[src/rtl/miner_pkg.sv]
// rtl/miner_pkg.sv - shared widths and search FSM state type for the nonce miner
package miner_pkg;

   localparam int SHA_MSG_BITS   = 447;
   localparam int SHA_LEN_BITS   = 64;
   localparam int HASH_BITS      = 256;
   localparam int NONCE_BITS_DEF = 32;
   localparam int PREFIX_BITS    = SHA_MSG_BITS - NONCE_BITS_DEF;

   typedef enum logic [2:0] {
      S_IDLE,
      S_LOAD,
      S_BEGIN,
      S_WAIT,
      S_CHECK,
      S_FOUND
   } search_state_t;

endpackage

[src/rtl/nonce_search_ctrl_if.sv]
// rtl/nonce_search_ctrl_if.sv - begin/complete handshake between search controller and SHA block
interface nonce_search_ctrl_if;
   import miner_pkg::*;

   logic [SHA_MSG_BITS-1:0] sha_msg;
   logic [SHA_LEN_BITS-1:0] sha_length;
   logic                    sha_begin;
   logic                    sha_complete;
   logic [HASH_BITS-1:0]    sha_hash;

   modport master (
      output sha_msg,
      output sha_length,
      output sha_begin,
      input  sha_complete,
      input  sha_hash
   );

   modport slave (
      input  sha_msg,
      input  sha_length,
      input  sha_begin,
      output sha_complete,
      output sha_hash
   );

endinterface

[src/rtl/hash_target_cmp.sv]
// rtl/hash_target_cmp.sv - combinational unsigned hash <= target check
module hash_target_cmp
   import miner_pkg::*;
(
   input  logic [HASH_BITS-1:0] i_hash,
   input  logic [HASH_BITS-1:0] i_target,
   output logic                 o_hit
);

   assign o_hit = (i_hash <= i_target);

endmodule

[src/rtl/nonce_search_ctrl.sv]
// rtl/nonce_search_ctrl.sv - steps a nonce through the SHA block until hash <= target
module nonce_search_ctrl
   import miner_pkg::*;
#(
   parameter int NONCE_BITS  = 32,
   parameter int TIMEOUT_CYC = 256
) (
   input  logic                                clk,
   input  logic                                n_rst,
   input  logic                                start,
   input  logic                                stop,
   input  logic [SHA_MSG_BITS-NONCE_BITS-1:0]  header_prefix,
   input  logic [SHA_LEN_BITS-1:0]             msg_length,
   input  logic [HASH_BITS-1:0]                target,
   input  logic [NONCE_BITS-1:0]               nonce_start,
   input  logic [NONCE_BITS-1:0]               nonce_end,
   output logic                                busy,
   output logic                                found,
   output logic                                exhausted,
   output logic                                timeout_err,
   output logic [NONCE_BITS-1:0]               nonce_out,
   output logic [HASH_BITS-1:0]                hash_out,
   nonce_search_ctrl_if.master                 sha
);

   localparam int              TMO_W    = $clog2(TIMEOUT_CYC + 1);
   localparam logic [TMO_W-1:0] TMO_LAST = TMO_W'(TIMEOUT_CYC - 1);

   search_state_t           r_state;
   logic [NONCE_BITS-1:0]   r_nonce;
   logic [TMO_W-1:0]        r_tmo;
   logic                    r_cmp_q;
   logic                    r_stop_pend;
   logic [SHA_MSG_BITS-1:0] r_sha_msg;
   logic [SHA_LEN_BITS-1:0] r_sha_len;
   logic                    r_sha_begin;
   logic                    r_busy;
   logic                    r_found;
   logic                    r_exhausted;
   logic                    r_timeout_err;
   logic [NONCE_BITS-1:0]   r_nonce_out;
   logic [HASH_BITS-1:0]    r_hash_out;

   logic                    w_hit;
   logic                    w_done_edge;
   logic                    w_stop_seen;
   logic                    w_last;
   logic [NONCE_BITS-1:0]   w_nonce_next;

   hash_target_cmp u_cmp (
      .i_hash   (sha.sha_hash),
      .i_target (target),
      .o_hit    (w_hit)
   );

   // r_cmp_q keeps tracking complete through BEGIN, so a level still high
   // from the previous hash reads as "no edge" until it drops and rises again.
   assign w_done_edge  = sha.sha_complete & ~r_cmp_q;
   assign w_stop_seen  = r_stop_pend | stop;
   assign w_last       = (r_nonce == nonce_end);
   assign w_nonce_next = r_nonce + NONCE_BITS'(1);

   always_ff @(posedge clk or negedge n_rst) begin
      if (!n_rst) begin
         r_state       <= S_IDLE;
         r_nonce       <= '0;
         r_tmo         <= '0;
         r_cmp_q       <= 1'b0;
         r_stop_pend   <= 1'b0;
         r_sha_msg     <= '0;
         r_sha_len     <= '0;
         r_sha_begin   <= 1'b0;
         r_busy        <= 1'b0;
         r_found       <= 1'b0;
         r_exhausted   <= 1'b0;
         r_timeout_err <= 1'b0;
         r_nonce_out   <= '0;
         r_hash_out    <= '0;
      end else begin
         r_cmp_q     <= sha.sha_complete;
         r_sha_begin <= 1'b0;
         if (stop && (r_state != S_IDLE)) begin
            r_stop_pend <= 1'b1;
         end

         case (r_state)
            S_IDLE: begin
               r_stop_pend <= 1'b0;
               if (start) begin
                  r_busy  <= 1'b1;
                  r_state <= S_LOAD;
               end
            end

            S_LOAD: begin
               r_stop_pend   <= 1'b0;
               r_nonce       <= nonce_start;
               r_sha_msg     <= {header_prefix, nonce_start};
               r_sha_len     <= msg_length;
               r_found       <= 1'b0;
               r_exhausted   <= 1'b0;
               r_timeout_err <= 1'b0;
               r_sha_begin   <= 1'b1;
               r_state       <= S_BEGIN;
            end

            S_BEGIN: begin
               r_tmo   <= '0;
               r_state <= S_WAIT;
            end

            S_WAIT: begin
               if (w_done_edge) begin
                  r_state <= S_CHECK;
               end else if (r_tmo == TMO_LAST) begin
                  r_timeout_err <= 1'b1;
                  r_busy        <= 1'b0;
                  r_state       <= S_IDLE;
               end else begin
                  r_tmo <= r_tmo + TMO_W'(1);
               end
            end

            // A hit outranks both the end of range and a pending stop.
            S_CHECK: begin
               r_hash_out  <= sha.sha_hash;
               r_nonce_out <= r_nonce;
               if (w_hit) begin
                  r_found <= 1'b1;
                  r_state <= S_FOUND;
               end else if (w_last) begin
                  r_exhausted <= 1'b1;
                  r_busy      <= 1'b0;
                  r_state     <= S_IDLE;
               end else if (w_stop_seen) begin
                  r_busy  <= 1'b0;
                  r_state <= S_IDLE;
               end else begin
                  r_nonce                   <= w_nonce_next;
                  r_sha_msg[NONCE_BITS-1:0] <= w_nonce_next;
                  r_sha_begin               <= 1'b1;
                  r_state                   <= S_BEGIN;
               end
            end

            S_FOUND: begin
               r_busy  <= 1'b0;
               r_state <= S_IDLE;
            end

            default: begin
               r_busy  <= 1'b0;
               r_state <= S_IDLE;
            end
         endcase
      end
   end

   assign sha.sha_msg    = r_sha_msg;
   assign sha.sha_length = r_sha_len;
   assign sha.sha_begin  = r_sha_begin;
   assign busy           = r_busy;
   assign found          = r_found;
   assign exhausted      = r_exhausted;
   assign timeout_err    = r_timeout_err;
   assign nonce_out      = r_nonce_out;
   assign hash_out       = r_hash_out;

endmodule
[src/flat_wrapper.sv]
// flat-port wrapper written by rule: the top's interface ports become plain ports
module nonce_search_ctrl_flat import miner_pkg::*;
#(
   parameter int NONCE_BITS  = 32,
   parameter int TIMEOUT_CYC = 256
)
  (clk, n_rst, start, stop, header_prefix, msg_length, target, nonce_start, nonce_end, busy, found, exhausted, timeout_err, nonce_out, hash_out, sha_sha_msg, sha_sha_length, sha_sha_begin, sha_sha_complete, sha_sha_hash);
  nonce_search_ctrl_if sha_i ();
  input  logic clk;
  input  logic n_rst;
  input  logic start;
  input  logic stop;
  input  logic [SHA_MSG_BITS-NONCE_BITS-1:0] header_prefix;
  input  logic [SHA_LEN_BITS-1:0] msg_length;
  input  logic [HASH_BITS-1:0] target;
  input  logic [NONCE_BITS-1:0] nonce_start;
  input  logic [NONCE_BITS-1:0] nonce_end;
  output logic busy;
  output logic found;
  output logic exhausted;
  output logic timeout_err;
  output logic [NONCE_BITS-1:0] nonce_out;
  output logic [HASH_BITS-1:0] hash_out;
  output wire logic [$bits(sha_i.sha_msg)-1:0] sha_sha_msg;
  output wire logic [$bits(sha_i.sha_length)-1:0] sha_sha_length;
  output wire logic [$bits(sha_i.sha_begin)-1:0] sha_sha_begin;
  input wire logic [$bits(sha_i.sha_complete)-1:0] sha_sha_complete;
  input wire logic [$bits(sha_i.sha_hash)-1:0] sha_sha_hash;
  assign sha_sha_msg = sha_i.sha_msg;
  assign sha_sha_length = sha_i.sha_length;
  assign sha_sha_begin = sha_i.sha_begin;
  assign sha_i.sha_complete = sha_sha_complete;
  assign sha_i.sha_hash = sha_sha_hash;
  nonce_search_ctrl #(.NONCE_BITS(NONCE_BITS), .TIMEOUT_CYC(TIMEOUT_CYC)) u_core (.clk(clk), .n_rst(n_rst), .start(start), .stop(stop), .header_prefix(header_prefix), .msg_length(msg_length), .target(target), .nonce_start(nonce_start), .nonce_end(nonce_end), .busy(busy), .found(found), .exhausted(exhausted), .timeout_err(timeout_err), .nonce_out(nonce_out), .hash_out(hash_out), .sha(sha_i));
endmodule
[config.mk]
export PLATFORM = sky130hd
export DESIGN_NAME = nonce_search_ctrl_flat
export DESIGN_NICKNAME = d
export VERILOG_FILES = /design/src/rtl/miner_pkg.sv /design/src/rtl/nonce_search_ctrl_if.sv /design/src/rtl/hash_target_cmp.sv /design/src/rtl/nonce_search_ctrl.sv /design/src/flat_wrapper.sv
export SDC_FILE = /design/constraint.sdc
export NUM_CORES = 2
export LEC_CHECK = 0
export BUFFER_PORTS_ARGS = -buffer_cell sky130_fd_sc_hd__buf_2
export CORE_AREA = 2 2 729 731
export CTS_BUF_LIST = sky130_fd_sc_hd__clkbuf_8 sky130_fd_sc_hd__clkbuf_16
export DETAILED_ROUTE_END_ITERATION = 7
export DIE_AREA = 0 0 731 733
export PLACE_DENSITY = 0.34
export SETUP_SLACK_MARGIN = 0.4
export SYNTH_ARGS = -nofsm -noshare
export SYNTH_HDL_FRONTEND = slang
export SYNTH_SLANG_ARGS = --single-unit
[constraint.sdc]
create_clock -name clk -period 2.2 [get_ports clk]
set_input_delay 0.44 -clock clk [delete_from_list [all_inputs] [get_ports clk]]
set_output_delay 0.44 -clock clk [all_outputs]
set_load 0.05 [all_outputs]
# Word level (Yosys, flattened, before mapping)
# Index checks and enable logic that the tools add are counted.
dict set report word_totals {
  wordCells 89
  inputBits 1060
  register_bits 818
  out_inout_bits 804
}
dict set report op_classes {
  order_cmp 1
  eq_ne 17
  bitwise 4
  reduce_logical 16
  muxes 35
  add_sub_neg 2
}
# op count
set op_table {}
lappend op_table {{$le A256 B256 Y1} 1}
lappend op_table {{$mux W32} 3}
lappend op_table {{$pmux W32 S2} 1}
lappend op_table {{$add A32 B1 Y32 const B} 1}
lappend op_table {{$eq A32 B32 Y1} 1}
lappend op_table {{$mux W9} 2}
lappend op_table {{$pmux W9 S2} 1}
lappend op_table {{$mux W1} 16}
lappend op_table {{$pmux W3 S5} 1}
lappend op_table {{$ne A2 B2 Y1 const B} 7}
lappend op_table {{$mux W3} 4}
lappend op_table {{$add A9 B1 Y9 const B} 1}
lappend op_table {{$eq A9 B8 Y1 const B} 1}
lappend op_table {{$reduce_and A3 Y1} 3}
lappend op_table {{$pmux W1 S2} 4}
lappend op_table {{$reduce_bool A2 Y1} 4}
lappend op_table {{$eq A3 B2 Y1 const B} 2}
lappend op_table {{$ne A3 B1 Y1 const B} 2}
lappend op_table {{$reduce_and A6 Y1} 1}
lappend op_table {{$mux W2} 2}
lappend op_table {{$ne A2 B1 Y1 const B} 2}
lappend op_table {{$pmux W1 S4} 1}
lappend op_table {{$reduce_and A2 Y1} 2}
lappend op_table {{$reduce_and A4 Y1} 1}
lappend op_table {{other kinds (9)} 11}

# Logic depth before layout (Yosys ltp)
dict set report depth {
  word_depth 5
  depth_mapped 14
  ltp_nobuf 13
}

# Hierarchy
# A second synthesis with hierarchy kept.
dict set report hier_totals {
  cells_unflattened 4533
  area_unflattened_um2 38354.3
}
# module n_inst cells_each area_per_inst_um2
set by_module_without_submodules {}
lappend by_module_without_submodules {nonce_search_ctrl 1 3627 31874.3}
lappend by_module_without_submodules {hash_target_cmp 1 906 6480.0}

# Worst setup path after synthesis
# No wires, ideal clock.
dict set report synth_timing {
  path_type {input -> register}
  from {in target[46]}
  to {reg u_core.r_nonce[24]}
  required_time_ns 2.089
  path_buffers 1
  path_stages 13
  slack_ns -0.774
  setup_ns 0.111
  arrival_time_ns 2.862
  path_cell_list {inv_1 -> ha_1 -> nand4_1 -> or4_4 -> nor3_2 -> nand3_1 -> nor4_1 -> nand4_1 -> a21boi_4 -> a21oi_4 -> inv_2 -> buf_6 -> a222oi_1}
}
dict set report synth_between {
  elab_chain_cells 3
}
# element line
set synth_rtl {}
lappend synth_rtl {{from (decl)} flat_wrapper.sv:15} ;# input logic [HASH_BITS-1:0] target;
lappend synth_rtl {{$le A256 B256 Y1} hash_target_cmp.sv:10} ;# assign o_hit = (i_hash <= i_target);
lappend synth_rtl {{$ne A2 B2 Y1 (no line)} -}
lappend synth_rtl {{$reduce_and A4 Y1 (no line)} -}
lappend synth_rtl {{to (signal assigned)} nonce_search_ctrl.sv:97} ;# r_nonce <= nonce_start;
lappend synth_rtl {{to (signal assigned)} nonce_search_ctrl.sv:139} ;# r_nonce <= w_nonce_next;
lappend synth_rtl {{to (decl)} nonce_search_ctrl.sv:30} ;# logic [NONCE_BITS-1:0] r_nonce;
# Every way passes these cells.
# A chain may end at the register's enable or synchronous reset.

# Worst setup path after layout
dict set report layout_timing {
  from {in target[254]}
  to {reg u_core.r_nonce[10]}
}
# Same word-level chain as after synthesis.

==> impl_results.md <==
* Slew margin rel. at 57.4%
* Unrepaired setup endpoints after global routing: true
* Synth area leaders: dfrtp_1 54%, nand2_1 23%, ha_1 8.5%
* Largest net degree at the start of global routing at 74
* Crit path depth at 17
* Maximum vdd drop at 0.000843 V
* Core Area at 0.527 mm²
* R2R depth at 14
* CTS Buf Count at 119
* CP Data Required Time at 2.96 ns
* Critical path class: primary input to flop
* Reported net switching power at 71.5 mW
* Number of global-route vias before repair at 46.3k
* Max-slew violations at 0
* GRT Util Overall at 14.8%
* Most used flip-flop cell after synthesis: dfrtp_1
* Pleak at 39.1 nW
* Drt drc at 0
* Sequential share of power at 21.4%
* Comb power frac at 63.1%
* Top cell type's share of synthesized area at 53.5%
* Critical path arrival at 3.64 ns
* Crit-path max FO at 4
* Crit-path max cell delay at 0.56 ns
* Worst Setup SP: target[254]
* Clk sinks at 818
* Die Ht at 733 µm
* Post-Route WL at 424 mm
* IO buf count at 1,863
* Clk Latency, worst-skew pair at 0.90 ns
* Final setup fails at 42
* First drt pass iteration count at 5
* Mean post-synth cell area at 8.41 µm²
* CP Capture Point: u_core.r_nonce[10]
* Share of layout cells above drive strength 1 at 37.8%
* Starting Density at 7.25%
* Dpl hpwl at 362 mm
* GP Congestion at 0.905
* IO Pins at 1,864
* First-pass GRT wire length at 510 mm
* Worst Path Buf+Inv at 6
* Final Util at 15.0%
* Final hold slack at 0.244 ns
* H-tree levels at 3
* Root Buffer: clkbuf_16
* Final WS setup at -0.682 ns
* Cell taking the most area after synthesis: dfrtp_1
* Minimum clock period at 2.88 ns
* Net Sw Frac at 54.9%
* Async SR Flop Fraction at 100%
* Via/cell ratio at 3.07
* Fin nets at 9,013
* Initial antenna violation count at 336
* Status: finished with violations
* Row Count at 267
* Clock power frac at 15.4%
* Worst Hold Class: primary input to asynchronous set/reset pin
* Family with the most delay on the worst path: simple AND/OR/NAND/NOR gates
* Synth cell count leaders: 2,386 x nand2_1, 818 x dfrtp_1, 270 x inv_1
* Failing checks: setup timing
* Synth unique cells at 63
* Wire length per cell at 28.5 µm
* EDFF count, synth at 0
* Die footprint at 0.536 mm²
* Crit-path most repeated cell: buf_6
* Sum Neg Setup Slack at -23.60 ns
* Max Cap Viol at 0
* Layout fillers at 60.3k
* Most common cell in the synthesized netlist: nand2_1
* ANT nets after route at 0
* Net Count, Synth at 5,868
* CTS tree: built
* Die width at 731 µm
* Yosys warns at 0
* DP Worst Slack at -2.34 ns
* FF+latch count, synth at 818
* CP endpoint kind: flop
* Internal power at 58.8 mW
* DR iter-0 viols at 2,659
* Reg2reg end: u_core.r_nonce[4]
* Hold Vio Cnt, Final at 0
* Mapped Cells at 4,549
* Global route overflow at 0
* Cell Chain, Critical Path: buf_6 -> inv_4 -> ha_4 -> and4_4 -> nand2_2 -> or4_4 -> buf_6 -> nor4_4 -> and3_4 -> o31ai_4 -> and4_4 -> buf_6 -> a21boi_4 -> a21oi_4 -> buf_6 -> buf_12 -> o22a_1
* Cell Area, Synth at 0.0382 mm²
* Worst slew pin tran at 0.639 ns
* CP startpoint kind: primary input
* Clk buf depth at 4
* Clk slew on worst S/H paths at 0.07 ns
* Cell Pwr Density at 1640 mW/mm²
* Worst Skew at 0.0791 ns
* Area grow syn2layout at 108%
* Fmax at 347 MHz
* Crit share post-route at 131%
* Critical path's slowest cell: or4_4
* Reg2reg start: u_core.r_nonce[14]
* Sequential area share after synthesis at 53.5%
* FF-to-FF setup slack at -0.43 ns
* Total power at 130 mW
* Vias at 45.6k
[per-layer routing]
metal  vias to the layer above  track usage [%]  part of all wire, %
met3                       665             12.5                   19
met5                         -                0                 0.28
li1                      20901                -                    -
met2                      2051             22.0                   42
met4                       182             3.48                  2.9
met1                     21807             15.7                   36
[worst min path at each step]
stage	from	end	slack, ns	cells after the start
after floorplan	n_rst	u_core.busy	0.14	0
after global placement	u_core.hash_out[4]	u_core.hash_out[4]	0.45	2
after detailed placement	u_core.sha.sha_msg[82]	u_core.sha.sha_msg[82]	0.46	2
after CTS	header_prefix[77]	u_core.sha.sha_msg[109]	0.17	4
after global routing	n_rst	u_core.hash_out[13]	0.24	3
final	n_rst	u_core.hash_out[13]	0.24	3
[worst min-delay path, stage by stage]
cell,delay (ns)
dlygate4sd3_1,0.57
buf_8,0.23
buf_12,0.29
[timing repair]
item                        CTS  global route
cloned                        1            46
hold buffers                771             0
pin swaps                    36           154
setup endpoints to repair  1472          1544
resized for setup           984           483
hold endpoints to repair   1099             0
setup buffers                71            72
[power by group through the flow]
stage          Sequential (mW)  Combinational, mW  Clock [mW]
2_1_floorplan             51.9               11.8           0
3_3_place_gp              26.6               68.6           0
4_1_cts                   27.5               77.0        20.9
5_1_grt                   28.9               87.5        21.3
3_5_place_dp              26.7               68.6           0
6_report                  27.9               82.2        20.1
[metrics by stage]
stage,std cells,instance area (µm²)
5_1_grt,14806,79200
3_5_place_dp,13606,59600
6_report,14879,79400
3_3_place_gp,13606,59600
4_1_cts,14660,75600
2_1_floorplan,4549,38600
[logic make-up after synthesis]
logic type / after synthesis / synth area share (%)
xor+xnor: 38 / 0.870
flops: 818 / 53.5
mux: 2 / 0.0523
fa+ha+maj: 259 / 8.47
compound gates: 305 / 5.03
simple gates: 2654 / 27.4
buf+inv: 473 / 4.67
[placed cells by master, fill, tap and decap left out, types with 101 or more instances in the layout]
master,n
nand2_1,2242
buf_2,1605
dfrtp_1,802
dlygate4sd3_1,771
buf_4,390
inv_1,282
buf_12,269
ha_1,237
clkbuf_16,159
a21oi_1,113
diode_2,101
[area by class of cell]
class,count,area (µm²),area share [%]
sequential,818,20500,25.8
clock inverter,64,568,0.716
clock buffer,147,3370,4.25
tap,6994,8750,11.0
antenna,101,253,0.318
multi-input combinational,3259,17500,22.1
timing repair buffer,3225,27400,34.5
inverter,271,1040,1.31
[flip-flops by register name, indices dropped and copies added (netlist names), 3 cells and up]
signal                 cells
u_core.nonce_out          32
u_core.sha.sha_msg       415
u_core.r_state             3
u_core.r_tmo               9
u_core.hash_out          256
u_core.sha.sha_length     64
u_core.r_nonce            32
(Power assumes the default switching activity.)
